## src/rtl/tone_mon_pkg.sv

```systemverilog
// Shared types and helpers for the audio tone monitor.
package tone_mon_pkg;

  typedef enum logic [1:0] {IDLE, SETTLE, MEASURE, DONE} chan_state_e;

  // Increment v, holding at the all-ones value of a w-bit field (w <= 32).
  function automatic logic [31:0] sat_inc(input logic [31:0] v, input int unsigned w);
    logic [31:0] top;
    top = (w >= 32) ? '1 : ((32'd1 << w) - 32'd1);
    return (v >= top) ? top : v + 32'd1;
  endfunction

endpackage

```

## src/rtl/tone_chan_mon.sv

```systemverilog
// One channel: zero-crossing detector, period/peak tracking, window checks
// and the IDLE/SETTLE/MEASURE/DONE sequencer.
module tone_chan_mon
  import tone_mon_pkg::*;
#(
  parameter int WIDTH = 16,
  parameter int CNT_W = 16,
  parameter int ERR_W = 16
) (
  input  logic             clk,
  input  logic             rst,
  input  logic             start,
  input  logic             smpl_vld,
  input  logic [WIDTH-1:0] smpl,
  input  logic [CNT_W-1:0] settle_xings,
  input  logic [CNT_W-1:0] test_len,
  input  logic [CNT_W-1:0] min_period,
  input  logic [CNT_W-1:0] max_period,
  input  logic [WIDTH-1:0] min_ampl,
  input  logic [WIDTH-1:0] max_ampl,
  output logic             active,
  output logic             finished,
  output logic [ERR_W-1:0] freq_err,
  output logic [ERR_W-1:0] ampl_err,
  output logic [CNT_W-1:0] last_period,
  output logic [WIDTH-1:0] last_peak
);

  chan_state_e      state, state_nxt;
  logic [CNT_W-1:0] period_cnt, settle_cnt, len_cnt, period;
  logic [CNT_W:0]   settle_nxt, len_nxt;
  logic [WIDTH-1:0] peak, peak_m;
  logic             prev_msb, tmo;
  logic             go, proc, meas, xing, per_bad, amp_bad;
  logic             tmo_hit, f_inc, a_inc, settle_done, len_done;

  assign active   = (state == SETTLE) || (state == MEASURE);
  assign finished = (state == DONE);
  assign go       = start && !active;
  assign proc     = smpl_vld && active;
  assign meas     = proc && (state == MEASURE);
  assign xing     = prev_msb && !smpl[WIDTH-1];

  // Period including the current sample; saturates with period_cnt.
  assign period  = CNT_W'(sat_inc(32'(period_cnt), CNT_W));
  assign peak_m  = ($signed(smpl) > $signed(peak)) ? smpl : peak;
  assign per_bad = (period < min_period) || (period > max_period);
  assign amp_bad = ($signed(peak_m) < $signed(min_ampl)) ||
                   ($signed(peak_m) > $signed(max_ampl));

  // A long gap is charged once; the late crossing that ends it is not.
  assign tmo_hit = meas && !xing && !tmo && (period > max_period);
  assign f_inc   = (meas && xing && per_bad && !tmo) || tmo_hit;
  assign a_inc   = meas && xing && amp_bad;

  assign settle_nxt  = {1'b0, settle_cnt} + 1'b1;
  assign len_nxt     = {1'b0, len_cnt} + 1'b1;
  assign settle_done = (settle_xings == '0) ||
                       (xing && (settle_nxt >= {1'b0, settle_xings}));
  assign len_done    = len_nxt >= {1'b0, test_len};

  always_ff @(posedge clk) begin
    if (rst) state <= IDLE;
    else     state <= state_nxt;
  end

  always_comb begin
    state_nxt = state;
    case (state)
      IDLE, DONE: if (start) state_nxt = SETTLE;
      SETTLE:     if (smpl_vld && settle_done) state_nxt = MEASURE;
      MEASURE: begin
        if (test_len == '0)             state_nxt = DONE;
        else if (smpl_vld && len_done)  state_nxt = DONE;
      end
      default:    state_nxt = IDLE;
    endcase
  end

  always_ff @(posedge clk) begin
    if (rst || go) begin
      period_cnt  <= '0;
      settle_cnt  <= '0;
      len_cnt     <= '0;
      peak        <= '0;
      prev_msb    <= 1'b0;
      tmo         <= 1'b0;
      freq_err    <= '0;
      ampl_err    <= '0;
      last_period <= '0;
      last_peak   <= '0;
    end else if (proc) begin
      prev_msb <= smpl[WIDTH-1];
      if (xing) begin
        period_cnt <= '0;
        peak       <= '0;
        if (state == SETTLE) settle_cnt <= settle_nxt[CNT_W-1:0];
      end else begin
        period_cnt <= period;
        peak       <= peak_m;
      end
      if (state == MEASURE) begin
        len_cnt <= len_nxt[CNT_W-1:0];
        if (f_inc) freq_err <= ERR_W'(sat_inc(32'(freq_err), ERR_W));
        if (a_inc) ampl_err <= ERR_W'(sat_inc(32'(ampl_err), ERR_W));
        if (xing) begin
          last_period <= period;
          last_peak   <= peak_m;
          tmo         <= 1'b0;
        end else if (tmo_hit) begin
          tmo <= 1'b1;
        end
      end
    end
  end

endmodule

```

## src/rtl/audio_tone_monitor.sv

```systemverilog
// Multi-channel tone checker: one tone_chan_mon per channel, with test
// status aggregated across channels.
module audio_tone_monitor #(
  parameter int CHANNELS = 2,
  parameter int WIDTH    = 16,
  parameter int CNT_W    = 16,
  parameter int ERR_W    = 16
) (
  input  logic                      clk,
  input  logic                      rst,
  input  logic                      start,
  input  logic                      smpl_vld,
  input  logic [CHANNELS*WIDTH-1:0] smpl,
  input  logic [CNT_W-1:0]          settle_xings,
  input  logic [CNT_W-1:0]          test_len,
  input  logic [CNT_W-1:0]          min_period,
  input  logic [CNT_W-1:0]          max_period,
  input  logic [WIDTH-1:0]          min_ampl,
  input  logic [WIDTH-1:0]          max_ampl,
  output logic                      busy,
  output logic                      done,
  output logic [CHANNELS*ERR_W-1:0] freq_err,
  output logic [CHANNELS*ERR_W-1:0] ampl_err,
  output logic [CHANNELS*CNT_W-1:0] last_period,
  output logic [CHANNELS*WIDTH-1:0] last_peak
);

  logic [CHANNELS-1:0] chan_active, chan_done;

  for (genvar c = 0; c < CHANNELS; c++) begin : g_chan
    tone_chan_mon #(
      .WIDTH (WIDTH),
      .CNT_W (CNT_W),
      .ERR_W (ERR_W)
    ) u_chan (
      .clk          (clk),
      .rst          (rst),
      .start        (start),
      .smpl_vld     (smpl_vld),
      .smpl         (smpl[c*WIDTH +: WIDTH]),
      .settle_xings (settle_xings),
      .test_len     (test_len),
      .min_period   (min_period),
      .max_period   (max_period),
      .min_ampl     (min_ampl),
      .max_ampl     (max_ampl),
      .active       (chan_active[c]),
      .finished     (chan_done[c]),
      .freq_err     (freq_err[c*ERR_W +: ERR_W]),
      .ampl_err     (ampl_err[c*ERR_W +: ERR_W]),
      .last_period  (last_period[c*CNT_W +: CNT_W]),
      .last_peak    (last_peak[c*WIDTH +: WIDTH])
    );
  end

  assign busy = |chan_active;
  assign done = &chan_done;

endmodule

```

## config.mk

```make
export PLATFORM = sky130hd
export DESIGN_NAME = audio_tone_monitor
export DESIGN_NICKNAME = d
export VERILOG_FILES = /design/src/rtl/tone_mon_pkg.sv /design/src/rtl/tone_chan_mon.sv /design/src/rtl/audio_tone_monitor.sv
export SDC_FILE = /design/constraint.sdc
export NUM_CORES = 1
export LEC_CHECK = 0
export CORE_ASPECT_RATIO = 1.5
export CORE_MARGIN = 5
export CORE_UTILIZATION = 45
export CTS_CLUSTER_SIZE = 8
export DETAILED_ROUTE_END_ITERATION = 16
export PLACE_DENSITY = 0.7
export SLEW_MARGIN = 40
export SYNTH_ARGS = -nofsm -noshare
export SYNTH_HDL_FRONTEND = slang
export SYNTH_SLANG_ARGS = --single-unit
```

## constraint.sdc

```tcl
create_clock -name clk -period 10.4 [get_ports clk]
set_input_delay 2.08 -clock clk [delete_from_list [all_inputs] [get_ports clk]]
set_output_delay 2.08 -clock clk [all_outputs]
set_load 0.02 [all_outputs]
```

* Word-level counts from Yosys, hierarchy flattened
Cells that the tools add are included.
** Storage, ports and cells
- Flip-flop bits (word level) :: 264
- Bits of input ports :: 132
** Operators by class
- Add/sub/neg operators :: 10
- Muxes and demuxes :: 25
- Reductions and logical operators :: 72
- Order comparisons :: 20
- Equality and inequality tests :: 12
** Operators by type and width (number)
- $mux W16 :: 12
- $add A16 B1 Y16 const B :: 6
- $ge A16 B16 Y1 const B :: 6
- $gt A16 B16 Y1 :: 6
- $add A16 B1 Y17 const B :: 4
- $ge A17 B16 Y1 :: 4
- $lt A16 B16 Y1 :: 4
- $reduce_and A3 Y1 :: 12
- $logic_not A16 Y1 :: 2
- $logic_and A1 B1 Y1 :: 28
- $mux W2 :: 7
- $logic_or A1 B1 Y1 :: 12
- $pmux W2 S3 :: 2
- $eq A2 B2 Y1 const B :: 4
- $logic_not A1 Y1 :: 8
- $ne A2 B2 Y1 const B :: 4
- $ne A3 B3 Y1 const B :: 2
- $reduce_and A2 Y1 :: 3
- $reduce_or A2 Y1 :: 3
- $eq A2 B1 Y1 const B :: 2
- $logic_not A2 Y1 :: 2
- $mux W1 :: 4
- $reduce_bool A2 Y1 :: 2

* Logic depth before layout (Yosys ltp)
Gate-level depths: netlist (run 1).
- Depth after elaboration :: 9
- Gate-level depth with buffers :: 20
- Mapped depth without buffers :: 18

* Hierarchy
A second synthesis (run 1) with hierarchy kept.
** Second synthesis, totals
- Cell total of the unflattened synthesis :: 2373
- Area, all modules :: 18723.0 µm²
** By module, submodules not included
- tone_chan_mon at g_chan[0].u_chan :: area an instance 9429.0 µm², cells each 1189, times used 1
- tone_chan_mon at g_chan[1].u_chan :: area an instance 9281.4 µm², cells each 1182, times used 1
- audio_tone_monitor :: area an instance 12.5 µm², cells each 2, times used 1

* Least setup slack after synthesis (run 1)
No wires, ideal clock.
- Path type :: input to register
- From :: input smpl[18]
- To :: register g_chan[1].u_chan.ampl_err[11]
- Arrival time :: 6.271 ns
- Stages :: 19
- Path slack :: 3.991 ns
- Required time :: 10.262 ns
- Path through :: ha_1 o21ai_0 a21oi_1 o31ai_1 a21oi_1 o21ai_1 clkbuf_1 mux2_2 ha_1 a21o_1 a21o_1 a221oi_1 o32a_1 nand4b_1 o31ai_2 and2_0 clkbuf_1 buf_2 a311oi_1
** On the way
- Word-level cells in the longest chain between the ends :: 6
- Elaborated cells between the ends (all ways) :: 7
** RTL lines
- from (decl) :: RTL line audio_tone_monitor.sv:13 : input logic [CHANNELS*WIDTH-1:0] smpl,
- $gt A16 B16 Y1 * :: RTL line tone_chan_mon.sv:46 : assign peak_m = ($signed(smpl) > $signed(peak)) ? smpl : peak;
- $mux W16 * :: RTL line tone_chan_mon.sv:46
- via g_chan[1].u_chan.peak_m[5] :: RTL line tone_chan_mon.sv:32 : logic [WIDTH-1:0] peak, peak_m;
- $lt A16 B16 Y1 / $gt A16 B16 Y1 (equally long branches) :: RTL line tone_chan_mon.sv:48, tone_chan_mon.sv:49
- $logic_or A1 B1 Y1 * :: RTL line tone_chan_mon.sv:48 : assign amp_bad = ($signed(peak_m) < $signed(min_ampl)) ||
- $logic_and A1 B1 Y1 * :: RTL line tone_chan_mon.sv:54 : assign a_inc = meas && xing && amp_bad;
- $reduce_and A3 Y1 (no line) *
- to (signal assigned) :: RTL line tone_chan_mon.sv:105 : if (a_inc) ampl_err <= ERR_W'(sat_inc(32'(ampl_err), ERR_W));
- to (decl) :: RTL line tone_chan_mon.sv:24 : output logic [ERR_W-1:0] ampl_err,
Mark *: on every way through the listed nets, which the timed path passes. The rest lies on a longest branch.
A chain may end at the register's enable or synchronous reset.

* Final worst setup path (run 1)
- From :: input smpl[15]
- To :: register g_chan[0].u_chan.ampl_err[5]
** On the way
- Word-level cells in the longest chain between the ends :: 6
- Elaborated cells between the ends (all ways) :: 10
** RTL lines (RTL line)
- $gt A16 B16 Y1 * :: tone_chan_mon.sv:46
- $mux W16 * :: tone_chan_mon.sv:46
- via g_chan[0].u_chan.peak_m[10] :: tone_chan_mon.sv:32
- $lt A16 B16 Y1 / $gt A16 B16 Y1 (equally long branches) :: tone_chan_mon.sv:48, tone_chan_mon.sv:49
- $logic_or A1 B1 Y1 * :: tone_chan_mon.sv:48
- $logic_and A1 B1 Y1 * :: tone_chan_mon.sv:54
- $reduce_and A3 Y1 (no line) *
- to (signal assigned) :: tone_chan_mon.sv:105
- to (decl) :: tone_chan_mon.sv:24
Marked as above.

==> impl_metrics.env, run 1 <==
export IMPL_status="complete, no violations"
export IMPL_grt_max_degree=112
export IMPL_ctsHoldBuffers=0
export IMPL_p_clk_frac=0.383
export IMPL_cts_resized=0
export IMPL_vias_per_cell=5.788
export IMPL_fp_row_count=90
export IMPL_grt_pass1_vias=17473
export IMPL_seq_power_share=0.362
export IMPL_period_share=0.6993
export IMPL_htreeDepth=2
export IMPL_synthArstFlopShare=0
export IMPL_hpwl_mm=43.72
export IMPL_drt_iter0_markers=1111
export IMPL_peakVddDrop_uv=112.4
export IMPL_cp_slowest_cell="nor3_4"
export IMPL_placed_cells=2948
export IMPL_worst_slack_ns=3.127
export IMPL_synth_fp_nets=2623
export IMPL_synth_top_area_frac=0.2925
export IMPL_io_pins=262
export IMPL_cts_sinks=264
export IMPL_route_detailed_drc=0
export IMPL_filler_cell_count=3678
export IMPL_drtAntennaViolNets=0
export IMPL_netlist_top_cells_area="dfxtp_1 29%, ha_1 16%, nor2_1 5.6%"
export IMPL_relSlewSlack=0.4274
export IMPL_worst_slew_pin_slew_ns=0.8571
export IMPL_rrSetupSlack_ns=4.80
export IMPL_die_area_sq_um=44350
export IMPL_yosys_area_top_type="dfxtp_1"
export IMPL_netlist_instances=2255
export IMPL_die_w_um=173.6
export IMPL_setup_viol=0
export IMPL_worstPathRequired_ns=10.83
export IMPL_core_sq_um=39980
export IMPL_vias=17319
export IMPL_gr_total_overflow=0
export IMPL_worstPathCellList="clkdlybuf4s50_1 > ha_1 > nand4_2 > or4_4 > nand2_2 > a31oi_2 > nor3_4 > buf_4 > mux2i_1 > inv_1 > ha_1 > nand2_1 > nor2_1 > a2111oi_0 > o21ai_0 > o21ai_0 > o311ai_4 > buf_6 > and2_1 > a311oi_1"
export IMPL_drt_total_wl_mm=56.06
export IMPL_hold_viol=0
export IMPL_p_sw_uw=952.6
export IMPL_regArea_sq_um=5285
export IMPL_initial_utilization=0.4521
export IMPL_num_antenna_cells=0
export IMPL_cts_tree="built"
export IMPL_synth_seq_cells=264
export IMPL_path_buf_inv=4
export IMPL_stdcell_count=2992
export IMPL_port_buffers=261
export IMPL_dp_slack_ns=2.418
export IMPL_cts_made_buffers=39
export IMPL_place_congestion=0.9993
export IMPL_maxClockFrequency_ghz=0.1375
export IMPL_nNetsFinal=2851
export IMPL_syn_area_per_cell_sq_um=8.014
export IMPL_synth_edff_count=0
export IMPL_min_path_type="reg2reg"
export IMPL_routedWlPerCell_um=18.73
export IMPL_clkSlewWorstSetupHoldPaths_ns=0.05
export IMPL_leakage_nw=9.174
export IMPL_end_kind="register"
export IMPL_intPower_mw=1.967
export IMPL_root_buffer="clkbuf_16"
export IMPL_track_usage=0.2420
export IMPL_netSwitchingFraction=0.3263
export IMPL_pwr_share_comb=0.255
export IMPL_fin_setup_tns_ns=0
export IMPL_min_period_ns=7.273
export IMPL_crit_type="in2reg"
export IMPL_crit_family="simple AND/OR/NAND/NOR gates"
export IMPL_start_kind="input port"
export IMPL_synth_ff_type="dfxtp_1"
export IMPL_die_h_um=255.4
export IMPL_power_density_nw_per_um2=132.0
export IMPL_ys_warn_count=0
export IMPL_cpPeakStageDelay_ns=0.56
export IMPL_clock_path_buffers=3
export IMPL_finalInstanceArea_sq_um=22120
export IMPL_ys_seq_area_frac=0.2925
export IMPL_multi_input_area_sq_um=11810
export IMPL_grt_pass1_wl_mm=89.33
export IMPL_postCtsSetupRepairBufs=0
export IMPL_place_area_sq_um=21080
export IMPL_final_max_slew_viol_count=0
export IMPL_critical_path_arrival_ns=7.70
export IMPL_drive_above_1_share=0.04385
export IMPL_antenna_found_initial=1
export IMPL_first_pass_iters=5
export IMPL_rsz0062_at_grt="false"
export IMPL_insertion_delay_ns=0.54
export IMPL_synth_cell_types=80
export IMPL_drv_cap=0
export IMPL_crit_fanout=13
export IMPL_fin_skew_ns=0.02115
export IMPL_netlist_area_sq_um=18070
export IMPL_area_growth_pct=22.39
flip-flops by register name, summed over array words and instances, names as in the netlist:
register and count:
g_chan.u_chan.ampl_err 32, g_chan.u_chan.freq_err 32, g_chan.u_chan.last_peak 32, g_chan.u_chan.last_period 32, g_chan.u_chan.len_cnt 32, g_chan.u_chan.peak 32, g_chan.u_chan.period_cnt 32, g_chan.u_chan.settle_cnt 32
g_chan.u_chan.state 4, g_chan.u_chan.prev_msb 2, g_chan.u_chan.tmo 2
worst reg2reg max path: stages (launching register included):
cell and delay [ns]:
dfxtp_1 0.41, inv_1 0.07, ha_1 0.30, nand4_1 0.14, or4_4 0.56, nand2_2 0.09, a31oi_2 0.07, nor3_4 0.56
buf_4 0.28, mux2i_1 0.48, inv_1 0.15, ha_1 0.30, nand2_1 0.11, nor2_1 0.06, a2111oi_0 0.35, o21ai_0 0.15
o21ai_0 0.36, o311ai_4 0.30, buf_6 0.24, and2_1 0.20, a311oi_1 0.30
area by class of cell:
| cell class | instances | area share |
|---|---|---|
| tap | 506 | 0.02862 |
| multi-input combinational | 1734 | 0.5339 |
| sequential | 264 | 0.2390 |
| timing repair buffer | 276 | 0.1237 |
| clock buffer | 40 | 0.04475 |
| inverter | 168 | 0.02851 |
| clock inverter | 4 | 0.001584 |
final timing paths:
path	startpoint	end	depth (start not counted)
hold reg to reg	g_chan[1].u_chan.prev_msb$_SDFFE_PP0P_	g_chan[1].u_chan.prev_msb$_SDFFE_PP0P_	2
hold / removal	g_chan[1].u_chan.prev_msb$_SDFFE_PP0P_	g_chan[1].u_chan.prev_msb$_SDFFE_PP0P_	2
setup / recovery	smpl[15]	g_chan[0].u_chan.ampl_err[5]$_SDFFE_PP0P_	20
setup reg to reg	g_chan[0].u_chan.peak[8]$_SDFFE_PP0P_	g_chan[0].u_chan.ampl_err[5]$_SDFFE_PP0P_	20
cells in the final DEF (no fill, tap or decap), types with 9 or more instances in the layout:
cell,netlist,final
xnor2_1,44,44
nor3_1,61,60
clkdlybuf4s50_1,0,261
ha_1,236,236
nand2b_1,27,27
o21a_1,12,12
a211oi_1,55,55
inv_1,168,168
a311oi_1,22,22
or3_1,18,18
o211ai_1,11,11
nand4_1,50,50
nor2b_1,17,17
and2_1,13,12
o21ai_1,9,9
nand2_1,208,208
dfxtp_1,264,264
mux2i_1,23,23
a21o_1,28,26
a41oi_1,15,15
a31oi_1,20,20
and3_1,45,45
a22oi_1,46,46
clkbuf_16,0,39
nor4_1,21,21
mux2_2,17,17
xor2_1,81,81
nand3_1,75,75
o21ai_0,78,78
a21oi_1,130,130
and4_1,13,13
buf_4,2,13
nor2_1,271,269
cells by family (layout without fill, tap and decap cells):
family | count (synthesis) | count (layout) | share of synthesized area
simple gates | 848 | 848 | 0.2232
flops | 264 | 264 | 0.2925
compound gates | 485 | 485 | 0.1811
xor+xnor | 125 | 125 | 0.06058
buf+inv | 257 | 488 | 0.05594
fa+ha+maj | 236 | 236 | 0.1634
mux | 40 | 40 | 0.02333
per-layer routing:
metal | vias to the layer above | part of all wire | GRT usage
met5 | - | 0.00027 | 0
met4 | 2 | 0.053 | 0.1255
met3 | 168 | 0.046 | 0.03298
met2 | 499 | 0.50 | 0.4423
met1 | 8157 | 0.40 | 0.2722
li1 | 8493 | - | -
through the flow:
step / hold slack (ns) / utilization / power (mW)
3_5_place_dp: 0.4436 / 0.5274 / 1.810
2_1_floorplan: 0.4318 / - / 1.556
6_report: 0.4508 / 0.5533 / 2.920
4_1_cts: 0.4497 / 0.5531 / 2.944
3_3_place_gp: 0.4369 / 0.5270 / 1.791
5_1_grt: 0.4843 / 0.5533 / 3.064
cell usage after synthesis (18+ instances only):
master	number
xnor2_1	44
or3_1	18
a21oi_1	130
and3_1	45
inv_1	168
dfxtp_1	264
a311oi_1	22
nand3_1	75
a211oi_1	55
nand2_1	208
a21o_1	28
a22oi_1	46
ha_1	236
nor2_1	271
mux2i_1	23
clkbuf_1	72
o21ai_0	78
xor2_1	81
a31oi_1	20
nand4_1	50
nand2b_1	27
nor4_1	21
nor3_1	61
power by group through the flow:
| stage | clock network, mW | logic [mW] | registers (mW) |
|---|---|---|---|
| final | 1.12 | 0.744 | 1.06 |
| after global routing | 1.19 | 0.817 | 1.06 |
| after CTS | 1.15 | 0.738 | 1.06 |
| after detailed placement | 0 | 0.733 | 1.08 |
| after global placement | 0 | 0.715 | 1.08 |
| after floorplan | 0 | 0.485 | 1.07 |
Power figures use the tool's default switching activity.
==> run 2: changes to the inputs <==
Clock period 10.4 ns to 7.3 ns, I/O delays scaled along.
==> impl_metrics.env, run 2 (synthesis results as in run 1) <==
export IMPL_root_buffer="clkbuf_16"
export IMPL_fp_row_count=90
export IMPL_cts_made_buffers=39
export IMPL_rrSetupSlack_ns=2.02
export IMPL_hp_start="g_chan[1].u_chan.prev_msb$_SDFFE_PP0P_"
export IMPL_rr_endpoint="g_chan[0].u_chan.ampl_err[9]$_SDFFE_PP0P_"
export IMPL_leakage_nw=9.220
export IMPL_drtAntennaViolNets=0
export IMPL_critical_path_arrival_ns=6.72
export IMPL_rr_worst_depth=19
export IMPL_gr_total_overflow=0
export IMPL_worstPathCellList="clkdlybuf4s50_1 > ha_1 > nand4_2 > or4_4 > nand2_2 > a31oi_2 > nor3_2 > buf_4 > mux2i_1 > inv_1 > ha_1 > nand2_1 > nor2_1 > a2111oi_0 > o21ai_0 > o21ai_0 > o311ai_4 > and2_1 > a311oi_1"
export IMPL_cts_sinks=264
export IMPL_worstPathRequired_ns=7.74
export IMPL_cts_tree="built"
export IMPL_hold_viol=0
export IMPL_finalPower_mw=4.209
export IMPL_io_pins=262
export IMPL_route_detailed_drc=0
export IMPL_initial_utilization=0.4521
export IMPL_start_kind="input port"
export IMPL_drt_total_wl_mm=54.71
export IMPL_track_usage=0.2374
export IMPL_ctsHoldBuffers=0
export IMPL_htreeDepth=2
export IMPL_status="complete, no violations"
export IMPL_die_h_um=255.4
export IMPL_nNetsFinal=2855
export IMPL_min_path_type="reg2reg"
export IMPL_vias=17136
export IMPL_rsz0062_at_grt="false"
export IMPL_fin_setup_tns_ns=0
export IMPL_final_max_slew_viol_count=0
export IMPL_crit_fanout=9
export IMPL_hold_depth=2
export IMPL_grt_max_degree=95
export IMPL_cp_slowest_cell="or4_4"
export IMPL_routedWlPerCell_um=18.26
export IMPL_insertion_delay_ns=0.54
export IMPL_num_antenna_cells=0
export IMPL_core_sq_um=39980
export IMPL_drv_cap=0
export IMPL_peakVddDrop_uv=143.6
export IMPL_place_congestion=0.9256
export IMPL_vias_per_cell=5.718
export IMPL_period_share=0.8608
export IMPL_hpwl_mm=42.99
export IMPL_grt_pass1_vias=17384
export IMPL_hold_end="g_chan[1].u_chan.prev_msb$_SDFFE_PP0P_"
export IMPL_maxClockFrequency_ghz=0.1591
export IMPL_filler_cell_count=3700
export IMPL_crit_type="in2reg"
export IMPL_setup_viol=0
export IMPL_relSlewSlack=0.4588
export IMPL_cpPeakStageDelay_ns=0.54
export IMPL_port_buffers=261
export IMPL_cts_resized=0
export IMPL_antenna_found_initial=1
export IMPL_final_cell_mix="269 x nor2_1, 264 x dfxtp_1, 261 x clkdlybuf4s50_1, 236 x ha_1, 208 x nand2_1"
export IMPL_min_period_ns=6.284
export IMPL_r2r_start="g_chan[0].u_chan.peak[8]$_SDFFE_PP0P_"
export IMPL_postCtsSetupRepairBufs=0
export IMPL_end_kind="register"
export IMPL_power_density_nw_per_um2=189.6
export IMPL_die_area_sq_um=44350
export IMPL_die_w_um=173.6
export IMPL_grt_pass1_wl_mm=87.69
export IMPL_final_common_cell="nor2_1"
export IMPL_area_growth_pct=22.85
export IMPL_fin_skew_ns=0.02871
export IMPL_worst_slew_pin_slew_ns=0.8033
export IMPL_drt_iter0_markers=1038
export IMPL_drive_above_1_share=0.04536
export IMPL_clock_path_buffers=3
export IMPL_first_pass_iters=7
export IMPL_clkSlewWorstSetupHoldPaths_ns=0.05
==> run 2: worst max path at each step <==
stage,start,endpoint,cells past startpoint
after floorplan,smpl[18],g_chan[1].u_chan.ampl_err[11]$_SDFFE_PP0P_,19
after global placement,smpl[15],g_chan[0].u_chan.ampl_err[7]$_SDFFE_PP0P_,20
after CTS,smpl[15],g_chan[0].u_chan.ampl_err[9]$_SDFFE_PP0P_,19
after global routing,smpl[15],g_chan[0].u_chan.ampl_err[9]$_SDFFE_PP0P_,19
final,smpl[15],g_chan[0].u_chan.ampl_err[9]$_SDFFE_PP0P_,19
after detailed placement,smpl[15],g_chan[0].u_chan.ampl_err[11]$_SDFFE_PP0P_,19
==> run 2: routing by layer <==
layer / vias up / track usage / share of wire
met5: - / 0 / 0.00027
met4: 2 / 0.1125 / 0.049
met3: 153 / 0.03165 / 0.047
met2: 505 / 0.4414 / 0.51
met1: 7964 / 0.2655 / 0.39
li1: 8512 / - / -
==> run 2: worst max-delay path, delay by kind of cell <==
kind	cells	cell delay (ns)
AOI/OAI and AO/OA	6	1.56
muxes	1	0.46
buffers and inverters	3	0.92
adders and majority gates	2	0.70
and+or+nand+nor	7	1.61
==> run 2: area by class of cell <==
| class | count | area [sq um] | area share |
|---|---|---|---|
| Multi-Input combinational cell | 1734 | 11800 | 0.5316 |
| Sequential cell | 264 | 5285 | 0.2381 |
| Timing Repair Buffer | 280 | 2784 | 0.1254 |
| Clock buffer | 41 | 1005 | 0.04526 |
| Tap cell | 506 | 633.1 | 0.02852 |
| Inverter | 168 | 630.6 | 0.02841 |
| Clock inverter | 4 | 60.06 | 0.002705 |
==> run 2: report_power, final <==
part	internal, mW	switching [mW]
registers	1.48	0.0291
clock network	1.00	0.638
logic	0.385	0.680
==> run 2: metrics by stage <==
step                      hold WS, ns  setup slack (ns)  cells  utilization  instance area, sq um
final                          0.4535             1.016   2997       0.5553                 22200
after global routing           0.4716            0.5994   2997       0.5553                 22200
after CTS                      0.4543             1.074   2997       0.5553                 22200
after detailed placement       0.4465            0.5242   2952       0.5287                 21140
after global placement         0.4393            0.5684   2950       0.5276                 21090
after floorplan                0.4318             1.511   2255            -                 18070
==> run 3: changes to the inputs <==
Settings changed: CTS_CLUSTER_DIAMETER set to 30.
==> impl_metrics.env, run 3 (synthesis results as in run 1) <==
export IMPL_hold_end="g_chan[1].u_chan.prev_msb$_SDFFE_PP0P_"
export IMPL_postCtsSetupRepairBufs=0
export IMPL_rsz0062_at_grt="false"
export IMPL_p_clk_frac=0.473
export IMPL_root_buffer="clkbuf_16"
export IMPL_crit_family="simple AND/OR/NAND/NOR gates"
export IMPL_maxClockFrequency_ghz=0.1588
export IMPL_gr_total_overflow=0
export IMPL_cp_slowest_cell="or4_4"
export IMPL_final_max_slew_viol_count=0
export IMPL_final_cell_mix="269 x nor2_1, 264 x dfxtp_1, 261 x clkdlybuf4s50_1, 236 x ha_1, 208 x nand2_1"
export IMPL_seq_power_share=0.309
export IMPL_cts_resized=0
export IMPL_area_growth_pct=26.44
export IMPL_drtAntennaViolNets=0
export IMPL_min_path_type="reg2reg"
export IMPL_start_kind="input port"
export IMPL_rrSetupSlack_ns=1.99
export IMPL_insertion_delay_ns=0.58
export IMPL_crit_fanout=9
export IMPL_global_route_usage_met1=0.2692
export IMPL_die_area_sq_um=44350
export IMPL_htreeDepth=2
export IMPL_worst_slack_ns=1.003
export IMPL_p_sw_mw=1.506
export IMPL_worst_slew_pin_slew_ns=0.8062
export IMPL_cpPeakStageDelay_ns=0.54
export IMPL_initial_utilization=0.4521
export IMPL_ctsHoldBuffers=0
export IMPL_die_w_um=173.6
export IMPL_critical_path_arrival_ns=6.77
export IMPL_power_density_nw_per_um2=213.7
export IMPL_route_detailed_drc=0
export IMPL_antenna_found_initial=1
export IMPL_rr_endpoint="g_chan[0].u_chan.ampl_err[9]$_SDFFE_PP0P_"
export IMPL_drt_iter0_markers=929
export IMPL_crit_type="in2reg"
export IMPL_hold_depth=2
export IMPL_clkSlewWorstSetupHoldPaths_ns=0.05
export IMPL_drive_above_1_share=0.06033
export IMPL_hold_viol=0
export IMPL_clock_path_buffers=3
export IMPL_vias=17317
export IMPL_core_sq_um=39980
export IMPL_die_h_um=255.4
export IMPL_end_kind="register"
export IMPL_filler_cell_count=3647
export IMPL_min_period_ns=6.297
export IMPL_num_antenna_cells=0
export IMPL_cts_sinks=264
export IMPL_period_share=0.8627
export IMPL_track_usage=0.2393
export IMPL_intPower_mw=3.377
export IMPL_cts_made_buffers=53
export IMPL_fp_row_count=90
export IMPL_hold_ws_ns=0.4520
export IMPL_netSwitchingFraction=0.3084
export IMPL_final_common_cell="nor2_1"
export IMPL_first_pass_iters=7
export IMPL_grt_use_met2=0.4407
export IMPL_cts_tree="built"
export IMPL_grtUsageMet3=0.03298
export IMPL_leakage_nw=9.522
export IMPL_path_buf_inv=3
export IMPL_routedWlPerCell_um=18.12
export IMPL_rr_worst_depth=19
export IMPL_vias_per_cell=5.693
export IMPL_top_usage_layer="met2"
export IMPL_io_pins=262
export IMPL_fin_skew_ns=0.02154
export IMPL_drt_total_wl_mm=55.12
export IMPL_r2r_start="g_chan[0].u_chan.peak[8]$_SDFFE_PP0P_"
export IMPL_pwr_share_comb=0.218
export IMPL_relSlewSlack=0.4623
export IMPL_grt_max_degree=95
export IMPL_hpwl_mm=42.99
export IMPL_fin_setup_tns_ns=0
export IMPL_setup_viol=0
export IMPL_dp_slack_ns=0.5242
export IMPL_grt_pass1_wl_mm=88.62
export IMPL_startpoint="smpl[15]"
export IMPL_port_buffers=261
export IMPL_status="complete, no violations"
export IMPL_place_congestion=0.9256
export IMPL_worstPathCellList="clkdlybuf4s50_1 > ha_1 > nand4_2 > or4_4 > nand2_2 > a31oi_2 > nor3_2 > buf_4 > mux2i_1 > inv_1 > ha_1 > nand2_1 > nor2_1 > a2111oi_0 > o21ai_0 > o21ai_0 > o311ai_4 > and2_1 > a311oi_1"
export IMPL_grt_pass1_vias=17595
export IMPL_worstPathRequired_ns=7.78
export IMPL_hp_start="g_chan[1].u_chan.prev_msb$_SDFFE_PP0P_"
export IMPL_peakVddDrop_uv=168.1
export IMPL_nNetsFinal=2869
export IMPL_drv_cap=0
-- run 3: cell count changes in the layout (fill, tap and decap cells not counted) --
| cell | delta |
|---|---|
| clkbuf_8 | +9 |
| clkinv_4 | +4 |
| clkinv_2 | +5 |
| clkinvlp_4 | +6 |
| bufinv_16 | +2 |
| clkinv_8 | +1 |
| clkbuf_1 | +5 |
| clkbuf_16 | +13 |
-- run 3: per-layer routing --
| layer | up-vias | part of all wire |
|---|---|---|
| met1 | 8092 | 0.39 |
| met3 | 146 | 0.046 |
| met2 | 509 | 0.51 |
| li1 | 8568 | - |
| met4 | 2 | 0.049 |
| met5 | - | 0.00027 |
-- run 3: final cells by class --
| cell class | count | area (sq um) | share of cell area |
|---|---|---|---|
| Inverter | 168 | 630.6 | 0.02760 |
| Clock inverter | 22 | 241.5 | 0.01057 |
| Clock buffer | 68 | 1473 | 0.06445 |
| Multi-Input combinational cell | 1734 | 11800 | 0.5165 |
| Timing Repair Buffer | 280 | 2784 | 0.1218 |
| Tap cell | 506 | 633.1 | 0.02771 |
| Sequential cell | 264 | 5285 | 0.2313 |
-- run 3: per-stage QoR --
| step | instances | util | total power, mW | area [sq um] |
|---|---|---|---|---|
| floorplan | 2255 | - | 2.216 | 18070 |
| global placement | 2950 | 0.5276 | 2.548 | 21090 |
| detailed placement | 2952 | 0.5287 | 2.585 | 21140 |
| CTS | 3042 | 0.5716 | 4.917 | 22850 |
| global route | 3042 | 0.5716 | 5.110 | 22850 |
| finish | 3042 | 0.5716 | 4.883 | 22850 |
-- run 3: worst max path at each step --
stage	slack [ns]	cells after the start	end
detailed placement	0.52	19	g_chan[0].u_chan.ampl_err[11]$_SDFFE_PP0P_
global placement	0.57	20	g_chan[0].u_chan.ampl_err[7]$_SDFFE_PP0P_
global route	0.63	19	g_chan[0].u_chan.ampl_err[9]$_SDFFE_PP0P_
CTS	1.09	19	g_chan[0].u_chan.ampl_err[9]$_SDFFE_PP0P_
finish	1.00	19	g_chan[0].u_chan.ampl_err[9]$_SDFFE_PP0P_
floorplan	1.51	19	g_chan[1].u_chan.ampl_err[11]$_SDFFE_PP0P_
-- run 3: power by group through the flow --
stage	Sequential, mW	Combinational, mW	Clock, mW
4_1_cts	1.51	1.06	2.35
2_1_floorplan	1.53	0.691	0
3_3_place_gp	1.53	1.02	0
5_1_grt	1.51	1.18	2.43
6_report	1.51	1.07	2.31
3_5_place_dp	1.53	1.05	0
-- run 3: tightest hold or removal path, cell delays in order (launching register included) --
cell and delay, ns:
dfxtp_1 0.30, nand2_1 0.05, a21oi_1 0.05
